File: config.mk
export PLATFORM = sky130hd
export DESIGN_NAME = axi_wr_slave
export DESIGN_NICKNAME = d
export VERILOG_FILES = /design/src/rtl/axi_pkg.sv /design/src/rtl/axi_burst_addr.sv /design/src/rtl/axi_wr_slave.sv
export SDC_FILE = /design/constraint.sdc
export NUM_CORES = 1
export LEC_CHECK = 0
export CAP_MARGIN = 5
export CORE_UTILIZATION = 59
export CTS_BUF_LIST = sky130_fd_sc_hd__clkbuf_4 sky130_fd_sc_hd__clkbuf_8
export CTS_CLUSTER_DIAMETER = 60
export DETAILED_ROUTE_END_ITERATION = 8
export MAX_ROUTING_LAYER = met4
export PLACE_DENSITY = 0.95
export SLEW_MARGIN = 20
export SYNTH_ARGS = -nofsm -noshare
export SYNTH_HDL_FRONTEND = slang
export SYNTH_SLANG_ARGS = --single-unit
File: constraint.sdc
create_clock -name clk -period 9.63 [get_ports clk]
set_input_delay 0.963 -clock clk [delete_from_list [all_inputs] [get_ports clk]]
set_output_delay 0.963 -clock clk [all_outputs]
set_load 0.005 [all_outputs]
File: src/rtl/axi_pkg.sv
// Shared AXI definitions for the write and read slaves: burst/response codes,
// write-path FSM states and default interface widths.
package axi_pkg;

   localparam int AXI_ADDR_W = 16;
   localparam int AXI_DATA_W = 32;
   localparam int AXI_ID_W   = 8;
   localparam int AXI_MEM_AW = 12;

   typedef enum logic [1:0] {
      FIXED = 2'b00,
      INCR  = 2'b01,
      WRAP  = 2'b10,
      RSVD  = 2'b11
   } burst_e;

   localparam logic [1:0] RESP_OKAY   = 2'b00;
   localparam logic [1:0] RESP_SLVERR = 2'b10;
   localparam logic [1:0] RESP_DECERR = 2'b11;

   typedef enum logic [1:0] {
      IDLE = 2'b00,
      DATA = 2'b01,
      RESP = 2'b10
   } wr_state_e;

   // WRAP bursts must span 2, 4, 8 or 16 beats
   function automatic logic wrapLenOk(input logic [7:0] len);
      return len inside {8'd1, 8'd3, 8'd7, 8'd15};
   endfunction

endpackage

File: src/rtl/axi_burst_addr.sv
// Combinational AXI next-beat address generator with burst legality flag,
// shared between the write slave and the read slave.
module axi_burst_addr
   import axi_pkg::*;
#(
   parameter int ADDR_WIDTH = AXI_ADDR_W,
   parameter int STRB_WIDTH = AXI_DATA_W / 8
) (
   input  logic [ADDR_WIDTH-1:0] addr_i,
   input  logic [2:0]            size_i,
   input  logic [7:0]            len_i,
   input  logic [1:0]            burst_i,
   output logic [ADDR_WIDTH-1:0] next_addr_o,
   output logic                  illegal_o
);

   localparam int LANE_LOG = $clog2(STRB_WIDTH);

   logic [ADDR_WIDTH-1:0] bytes;
   logic [ADDR_WIDTH-1:0] total;
   logic [ADDR_WIDTH-1:0] mask;
   logic [ADDR_WIDTH-1:0] lo;

   // Legal WRAP totals are powers of two, so the modulo reduces to a mask
   always_comb begin
      bytes = ADDR_WIDTH'(1) << size_i;
      total = (ADDR_WIDTH'(len_i) + ADDR_WIDTH'(1)) << size_i;
      mask  = total - ADDR_WIDTH'(1);
      lo    = addr_i & ~mask;
      case (burst_i)
         FIXED:   next_addr_o = addr_i;
         INCR:    next_addr_o = addr_i + bytes;
         WRAP:    next_addr_o = lo + ((addr_i + bytes - lo) & mask);
         default: next_addr_o = addr_i + bytes;
      endcase
      illegal_o = (int'(size_i) > LANE_LOG) || (burst_i == RSVD) ||
                  ((burst_i == WRAP) && !wrapLenOk(len_i));
   end

endmodule

File: src/rtl/axi_wr_slave.sv
// AXI4 write-path slave: one burst at a time, each W beat becomes a registered
// SRAM word write, one B response per burst. Define AXI_WR_WLAST_CHECK_EN to check wlast.
module axi_wr_slave
   import axi_pkg::*;
#(
   parameter int ADDR_WIDTH = AXI_ADDR_W,
   parameter int DATA_WIDTH = AXI_DATA_W,
   parameter int ID_WIDTH   = AXI_ID_W,
   parameter int STRB_WIDTH = DATA_WIDTH / 8,
   parameter int MEM_AW     = AXI_MEM_AW
) (
   input  logic                  clk,
   input  logic                  rst,
   input  logic [ID_WIDTH-1:0]   awid,
   input  logic [ADDR_WIDTH-1:0] awaddr,
   input  logic [7:0]            awlen,
   input  logic [2:0]            awsize,
   input  logic [1:0]            awburst,
   input  logic                  awvalid,
   output logic                  awready,
   input  logic [DATA_WIDTH-1:0] wdata,
   input  logic [STRB_WIDTH-1:0] wstrb,
   input  logic                  wlast,
   input  logic                  wvalid,
   output logic                  wready,
   output logic [ID_WIDTH-1:0]   bid,
   output logic [1:0]            bresp,
   output logic                  bvalid,
   input  logic                  bready,
   output logic                  mem_we,
   output logic [MEM_AW-1:0]     mem_addr,
   output logic [DATA_WIDTH-1:0] mem_wdata,
   output logic [STRB_WIDTH-1:0] mem_wstrb
);

   localparam int LANE_LOG = $clog2(STRB_WIDTH);

   wr_state_e             state_q, state_d;
   logic [ID_WIDTH-1:0]   id_q, id_d;
   logic [ADDR_WIDTH-1:0] addr_q, addr_d;
   logic [7:0]            len_q, len_d;
   logic [2:0]            size_q, size_d;
   logic [1:0]            burst_q, burst_d;
   logic [7:0]            cnt_q, cnt_d;
   logic                  slv_q, slv_d;
   logic                  dec_q, dec_d;
   logic [1:0]            bresp_q, bresp_d;
   logic                  memWe_q, memWe_d;
   logic [MEM_AW-1:0]     memAddr_q, memAddr_d;
   logic [DATA_WIDTH-1:0] memWdata_q, memWdata_d;
   logic [STRB_WIDTH-1:0] memWstrb_q, memWstrb_d;

   logic [ADDR_WIDTH-1:0] nextAddr;
   logic                  illegal;
   logic [ADDR_WIDTH-1:0] wordIdx;
   logic                  outOfRange;
   logic                  burstErr;
   logic                  lastBeat;
   logic                  wlastErr;

   axi_burst_addr #(
      .ADDR_WIDTH(ADDR_WIDTH),
      .STRB_WIDTH(STRB_WIDTH)
   ) uAddr (
      .addr_i     (addr_q),
      .size_i     (size_q),
      .len_i      (len_q),
      .burst_i    (burst_q),
      .next_addr_o(nextAddr),
      .illegal_o  (illegal)
   );

   assign wordIdx    = addr_q >> LANE_LOG;
   assign outOfRange = (wordIdx >> MEM_AW) != '0;

`ifndef AXI_WR_WLAST_CHECK_EN
   logic unusedWlast;
   assign unusedWlast = wlast;
`endif

   always_ff @(posedge clk) begin
      if (rst) begin
         state_q    <= IDLE;
         id_q       <= '0;
         addr_q     <= '0;
         len_q      <= '0;
         size_q     <= '0;
         burst_q    <= '0;
         cnt_q      <= '0;
         slv_q      <= 1'b0;
         dec_q      <= 1'b0;
         bresp_q    <= RESP_OKAY;
         memWe_q    <= 1'b0;
         memAddr_q  <= '0;
         memWdata_q <= '0;
         memWstrb_q <= '0;
      end else begin
         state_q    <= state_d;
         id_q       <= id_d;
         addr_q     <= addr_d;
         len_q      <= len_d;
         size_q     <= size_d;
         burst_q    <= burst_d;
         cnt_q      <= cnt_d;
         slv_q      <= slv_d;
         dec_q      <= dec_d;
         bresp_q    <= bresp_d;
         memWe_q    <= memWe_d;
         memAddr_q  <= memAddr_d;
         memWdata_q <= memWdata_d;
         memWstrb_q <= memWstrb_d;
      end
   end

   // slv_q holds only wlast errors; size/burst/len legality comes from the address unit
   always_comb begin
      state_d    = state_q;
      id_d       = id_q;
      addr_d     = addr_q;
      len_d      = len_q;
      size_d     = size_q;
      burst_d    = burst_q;
      cnt_d      = cnt_q;
      slv_d      = slv_q;
      dec_d      = dec_q;
      bresp_d    = bresp_q;
      memWe_d    = 1'b0;
      memAddr_d  = memAddr_q;
      memWdata_d = memWdata_q;
      memWstrb_d = memWstrb_q;
      awready    = 1'b0;
      wready     = 1'b0;
      bvalid     = 1'b0;
      burstErr   = slv_q || illegal;
`ifdef AXI_WR_WLAST_CHECK_EN
      lastBeat   = (cnt_q == len_q) || wlast;
      wlastErr   = wlast != (cnt_q == len_q);
`else
      lastBeat   = cnt_q == len_q;
      wlastErr   = 1'b0;
`endif
      case (state_q)
         IDLE: begin
            awready = 1'b1;
            if (awvalid) begin
               id_d    = awid;
               addr_d  = awaddr;
               len_d   = awlen;
               size_d  = awsize;
               burst_d = awburst;
               cnt_d   = '0;
               slv_d   = 1'b0;
               dec_d   = 1'b0;
               state_d = DATA;
            end
         end
         DATA: begin
            wready = 1'b1;
            if (wvalid) begin
               memWe_d    = (wstrb != '0) && !burstErr && !outOfRange;
               memAddr_d  = wordIdx[MEM_AW-1:0];
               memWdata_d = wdata;
               memWstrb_d = wstrb;
               dec_d      = dec_q || outOfRange;
               slv_d      = slv_q || wlastErr;
               addr_d     = nextAddr;
               cnt_d      = cnt_q + 8'd1;
               if (lastBeat) begin
                  state_d = RESP;
                  if (slv_d || illegal) begin
                     bresp_d = RESP_SLVERR;
                  end else if (dec_d) begin
                     bresp_d = RESP_DECERR;
                  end else begin
                     bresp_d = RESP_OKAY;
                  end
               end
            end
         end
         RESP: begin
            bvalid = 1'b1;
            if (bready) begin
               state_d = IDLE;
            end
         end
         default: state_d = IDLE;
      endcase
   end

   assign bid       = id_q;
   assign bresp     = bresp_q;
   assign mem_we    = memWe_q;
   assign mem_addr  = memAddr_q;
   assign mem_wdata = memWdata_q;
   assign mem_wstrb = memWstrb_q;

endmodule

; ---- Word-level counts from Yosys, hierarchy flattened
; Cells that the tools add are included.
[word_totals]
out_inout_bits = 62
wordCells = 83
regBits = 99
[classes]
addsub = 6
eq_ne = 14
n_lt_le_gt_ge = 1
n_bitwise = 5
reduce_logical = 22
mux = 20
shift = 2
[op_table]
columns = cell, n
row1 = 16-bit case mux with 2 select lines, 2
row2 = 16-bit adder, 2
row3 = 16-bit AND, 2
row4 = 16-bit two-way mux, 2
row5 = 8-bit two-way mux, 2
row6 = 16-bit inverter, 1
row7 = 8-bit case mux with 2 select lines, 1
row8 = 16-bit nonzero test, 1
row9 = "1-bit by 3-bit << shifter with 16-bit output, first input constant", 1
row10 = 16-bit by 3-bit << shifter with 16-bit output, 1
row11 = "16-bit by 1-bit subtractor with 16-bit output, second input constant", 1
row12 = 16-bit subtractor, 1
row13 = 2-bit two-way mux, 6
row14 = "2-bit inequality test, second input constant", 5
row15 = "8-bit by 1-bit adder with 9-bit output, second input constant", 1
row16 = "8-bit by 1-bit adder with 8-bit output, second input constant", 1
row17 = "8-bit by 1-bit equality test with 1-bit output, second input constant", 1
row18 = "8-bit by 2-bit equality test with 1-bit output, second input constant", 1
row19 = "8-bit by 3-bit equality test with 1-bit output, second input constant", 1
row20 = "8-bit by 4-bit equality test with 1-bit output, second input constant", 1
row21 = 8-bit equality test, 1
row22 = 4-bit AND reduction, 2
row23 = 4-bit nonzero test, 2
row24 = "2-bit equality test, second input constant", 3
row25 = 14 further kinds, 28

; ---- Depth between registers and ports, before layout
[depth]
ltp_word = 11
mapped_depth = 30
depth_no_buf = 27

; ---- Hierarchy
; From an unflattened synthesis, not the netlist that was laid out.
[hier_totals]
cells_unflattened = 997
hier_area_um2 = 7210.7
[modules_own_cells]
columns = mod, instances, seq_area_each_um2, area_each_um2, cells_per_inst
row1 = axi_wr_slave, 1, 1981.9, 3761.1, 474
row2 = axi_burst_addr, 1, 0.0, 3449.6, 523

; ---- Worst setup path before layout
; No wires, ideal clock.
[synth_path]
kind = reg-to-reg
start = register size_q[2]
end = register addr_q[13]
path_stages_with_launch = 29
synth_period_minus_slack_ps = 5591
t_arrival_ps = 5476
required_time_ps = 9515
path_slack_ps = 4039
cell_sequence = dfxtp_1 -> clkbuf_1 -> clkbuf_1 -> clkbuf_1 -> buf_1 -> nor2_1 -> ha_1 -> inv_1 -> fa_1 -> nor2b_1 -> o21ai_0 -> a21oi_1 -> o21ai_0 -> a21boi_0 -> o21ai_0 -> a21boi_0 -> xnor2_1 -> ha_1 -> or3_1 -> a211o_1 -> nor2b_1 -> xnor2_1 -> nor2_1 -> ha_1 -> or2_2 -> mux2_2 -> o211ai_1 -> a211oi_1 -> a2111oi_0
[synth_via]
elab_chain_len = 10
elab_cells_between_ends = 12
classes_between = 4 x add/sub / 2 x shift / 3 x mux / 3 x bitwise
[synth_rtl]
columns = element, line
row1 = "start, declared", axi_wr_slave.sv:42  ; logic [2:0] size_q, size_d;
row2 = "start signal, assigned", axi_wr_slave.sv:102  ; size_q <= size_d;
row3 = 16-bit by 3-bit << shifter with 16-bit output, axi_burst_addr.sv:27  ; total = (ADDR_WIDTH'(len_i) + ADDR_WIDTH'(1)) << size_i;
row4 = 16-bit by 1-bit subtractor with 16-bit output, axi_burst_addr.sv:28  ; mask = total - ADDR_WIDTH'(1);
row5 = 16-bit inverter, axi_burst_addr.sv:29  ; lo = addr_i & ~mask;
row6 = 16-bit AND, axi_burst_addr.sv:29
row7 = 16-bit subtractor, axi_burst_addr.sv:33  ; WRAP: next_addr_o = lo + ((addr_i + bytes - lo) & mask);
row8 = 16-bit AND, axi_burst_addr.sv:33
row9 = 16-bit adder, axi_burst_addr.sv:33
row10 = 16-bit case mux with 2 select lines *, axi_burst_addr.sv:30  ; case (burst_i)
row11 = 16-bit two-way mux *, axi_wr_slave.sv:159  ; if (wvalid) begin
row12 = 16-bit case mux with 2 select lines *, axi_wr_slave.sv:142  ; case (state_q)
row13 = "end signal, assigned", axi_wr_slave.sv:100  ; addr_q <= addr_d;
row14 = "end, declared", axi_wr_slave.sv:40  ; logic [ADDR_WIDTH-1:0] addr_q, addr_d;
; Mark *: on every way between the ends. The rest lies on a longest branch, timed or not. The select of a mux whose other input is x is not followed.
; A chain may end at the register's enable or synchronous reset.

; ---- Worst setup path after layout
[layout_path]
start = register len_q[0]
end = register addr_q[15]
[layout_via]
elab_chain_len = 11
[layout_rtl]
columns = element, line
row1 = "start, declared", axi_wr_slave.sv:41  ; logic [7:0] len_q, len_d;
row2 = "start signal, assigned", axi_wr_slave.sv:101  ; len_q <= len_d;
row3 = 8-bit by 1-bit adder with 9-bit output *, axi_burst_addr.sv:27
row4 = 16-bit by 3-bit << shifter with 16-bit output *, axi_burst_addr.sv:27
row5 = 16-bit by 1-bit subtractor with 16-bit output *, axi_burst_addr.sv:28
row6 = 16-bit inverter, axi_burst_addr.sv:29
row7 = 16-bit AND, axi_burst_addr.sv:29
row8 = 16-bit subtractor, axi_burst_addr.sv:33
row9 = 16-bit AND, axi_burst_addr.sv:33
row10 = 16-bit adder *, axi_burst_addr.sv:33
row11 = 16-bit case mux with 2 select lines *, axi_burst_addr.sv:30
row12 = 16-bit two-way mux *, axi_wr_slave.sv:159
row13 = 16-bit case mux with 2 select lines *, axi_wr_slave.sv:142
; Marks and branches as above.

==> metrics.txt <==
met3 usage 5.14%; max-slew violation count 0; Yosys cell types 81; FF-to-FF End addr_q[15]; Tcrit/Tclk final 65.6%; synthesized flop and latch total 99; Worst R2R Setup Slack 3310 ps; f_max 158 MHz; ys flop type dfxtp_1; final hold violations 0; Sequential Area 1980 sq um; CTS tree yes; post_cts resized 0; clock tree buffer depth 2; routed wire length approximately 20,000 microns; first-pass GRT wire length 33,200 microns; GRT Overall Usage 32.8%; CTS Root Buffer Type clkbuf_8; worst hold path class register to register; CTS Buf Count 9; Chip Width 113 microns; 1st-iter DRT viols 854; die height 113 microns; Post-Syn Nets 1,117; Routed Antenna Nets 0; Final setup viols 0; CP endpoint kind register; Hold-fix buffers, CTS 0; clk sinks 99; clk slew on worst S/H paths 110 ps; placer's final routability congestion estimate 0.943; busiest grt layer met2; warnings from Yosys 0; Fin Clk Skew 15.3 ps; Hold WS approximately 460 ps; Relative slew margins around 27%; Wirelength per Cell 16.1 microns; GRT met2 Usage 55.2%; Die Footprint roughly 13,000 sq um; DPL Wire Length about 15,000 microns; CTS H-tree depth 3; power density cells 142 nW/um^2; max_cap viols 0; Slew @ Worst Pin around 1100 ps; pin count of the biggest net entering global routing 96; Core Region between 10,000 and 15,000 sq um; Reg2Reg Launch Point len_q[0]; Setup TNS 0 ps; ANT cells 0; PortBufs 139; CP Launch Point len_q[0]; Synth async-reset ratio 0%; worst reg2reg path depth 21; # nets final 1,216; Post-Syn Instances 1,001; crit start category register; Post-synth EDFFs 0; crit path DAT 6580 ps; Post-Syn Area between 7000 and 8000 sq um; antenna violations before repair 0; sequential element share of the synthesized area 27.3%; drc violations 0; maximum vdd drop approximately 0.16 mV; clock latency on the worst-skew pair 390 ps; Multi-input gate area 4870 sq um; GR Util met1 39.7%; I/O pin count around 140; Post-CTS Setup Repair Bufs 0; Pleak approximately 3.4 nW; minimum clock period 6320 ps; DR vias/cell a little over 6; synthesized area per cell slightly above 7 sq um; GRT Residual Overflow 0; DR vias roughly 7,600; critical path fanouts, max 19; RSZ-0062 raised after global routing no; fill count around 900; CP endpoint addr_q[15]; num rows 40; share of layout cells above drive strength 1 approximately 4.3%; vias in the first global route 7,029; Critical Setup Path Class register to register; area grow syn2layout 21.7%; outcome finished clean; Pre-antenna DRT Iters 5; Data required, critical path approximately 9900 ps; Initial Util 60.4%
## sequential cells by signal (all words and copies together) (netlist names), named ones only
signal,count
cnt_q,8
size_q,3
burst_q,2
state_q,2
mem_wdata,32
bid,8
mem_addr,12
mem_wstrb,4
len_q,8
bresp,2
addr_q,15
mem_we,1
dec_q,1
## cell families after synthesis
logic type / synth area share (%)
xor+xnor: 6.52
compound gates: 25.2
mux: 2.40
buf+inv: 5.47
other cells: 0.0517
fa+ha+maj: 6.70
flops: 27.3
simple gates: 26.4
## worst max-delay path: stages (launching register included)
cell	delay, ps
dfxtp_1	800
ha_1	450
xnor2_1	230
o221ai_1	250
a21boi_0	190
a2bb2oi_1	190
a221oi_1	460
o211ai_1	200
or2_2	350
xor2_1	220
nand2_1	110
ha_1	230
or3_1	320
a211o_1	290
nor2b_1	150
o311ai_0	560
o22ai_1	180
a211oi_1	240
a21boi_0	430
nand3_1	130
mux2i_1	150
a211oi_1	60
## routing by layer
| layer | part of all wire, % | vias up |
|---|---|---|
| met2 | 50 | 326 |
| li1 | - | 3733 |
| met3 | 6.2 | 46 |
| met4 | 2.3 | 0 |
| met1 | 42 | 3518 |
| met5 | 0 | - |
## final cells by class
class	count	area share [%]
tap	147	2.08
multi-input combinational	805	55.2
timing repair buffer	149	16.6
clock buffer	9	1.40
sequential	99	22.5
inverter	36	1.53
clock inverter	7	0.766
## layout by cell type, fill, tap and decap left out, types with 5 or more instances in the layout
master and count:
or3_1 5, and2_1 9, a211oi_1 11, ha_1 34, o21ai_0 43, clkdlybuf4s50_1 138, xor2_1 31, mux2i_1 8
a21boi_0 6, mux2_2 5, nand2_1 190, nand3_1 19, o221ai_1 9, dfxtp_1 99, a211o_1 7, and3_1 19
a311oi_1 6, nand4_1 11, nand3b_1 6, nor4_1 5, a21o_1 10, nand2b_1 14, clkbuf_8 9, buf_4 10
nor2_1 72, nor3_1 21, nor2b_1 18, a21oi_1 120, o211ai_1 14, or2_2 5, xnor2_1 23, o21a_1 7
inv_1 34
## cells in the mapped netlist, drive strengths merged, types with 8 or more instances
cell type    n  area [sq um]
nand2      190           713
a21oi      120           601
dfxtp       99          1980
nor2        72           270
o21ai       44           220
clkbuf      38           143
ha          34           425
inv         34           128
xor2        31           272
buf         23           119
xnor2       23           201
nor3        22           115
and3        19           119
nand3       19          95.1
nor2b       18           113
nand2b      14          87.6
o211ai      14           105
a211oi      11          82.6
nand4       11          68.8
a21o        10          75.1
and2        10          62.6
o221ai       9          78.8
mux2i        8          80.1
or2          8          50.1
## how the worst min path moves through the flow
stage	startpoint	to	slack, ps	cells past startpoint
after floorplan	bid[0]	bid[0]	450	2
after global placement	mem_wdata[4]	mem_wdata[4]	440	2
after detailed placement	mem_wdata[8]	mem_wdata[8]	450	2
after CTS	mem_wdata[8]	mem_wdata[8]	460	2
after global routing	mem_wdata[10]	mem_wdata[10]	480	2
final	mem_addr[8]	mem_addr[8]	460	2
## power by group
part	total [mW]	internal [mW]	switching (mW)
combinational	0.523	0.240	0.282
sequential	0.467	0.433	0.0339
clock	0.263	0.101	0.162
total	1.25	0.774	0.479
## per-stage QoR
stage / util, % / cells / area, sq um / power, mW / setup WS, ps
finish: 73.5 / 1252 / 8830 / 1.25 / 3310
global route: 73.5 / 1252 / 8830 / 1.33 / 2800
CTS: 73.5 / 1252 / 8830 / 1.25 / 3370
detailed placement: 71.9 / 1236 / 8630 / 0.987 / 3400
global placement: 71.9 / 1236 / 8630 / 0.969 / 3570
floorplan: - / 1001 / 7250 / 0.844 / 4040
Note: power is estimated with default switching activity, not from simulation.
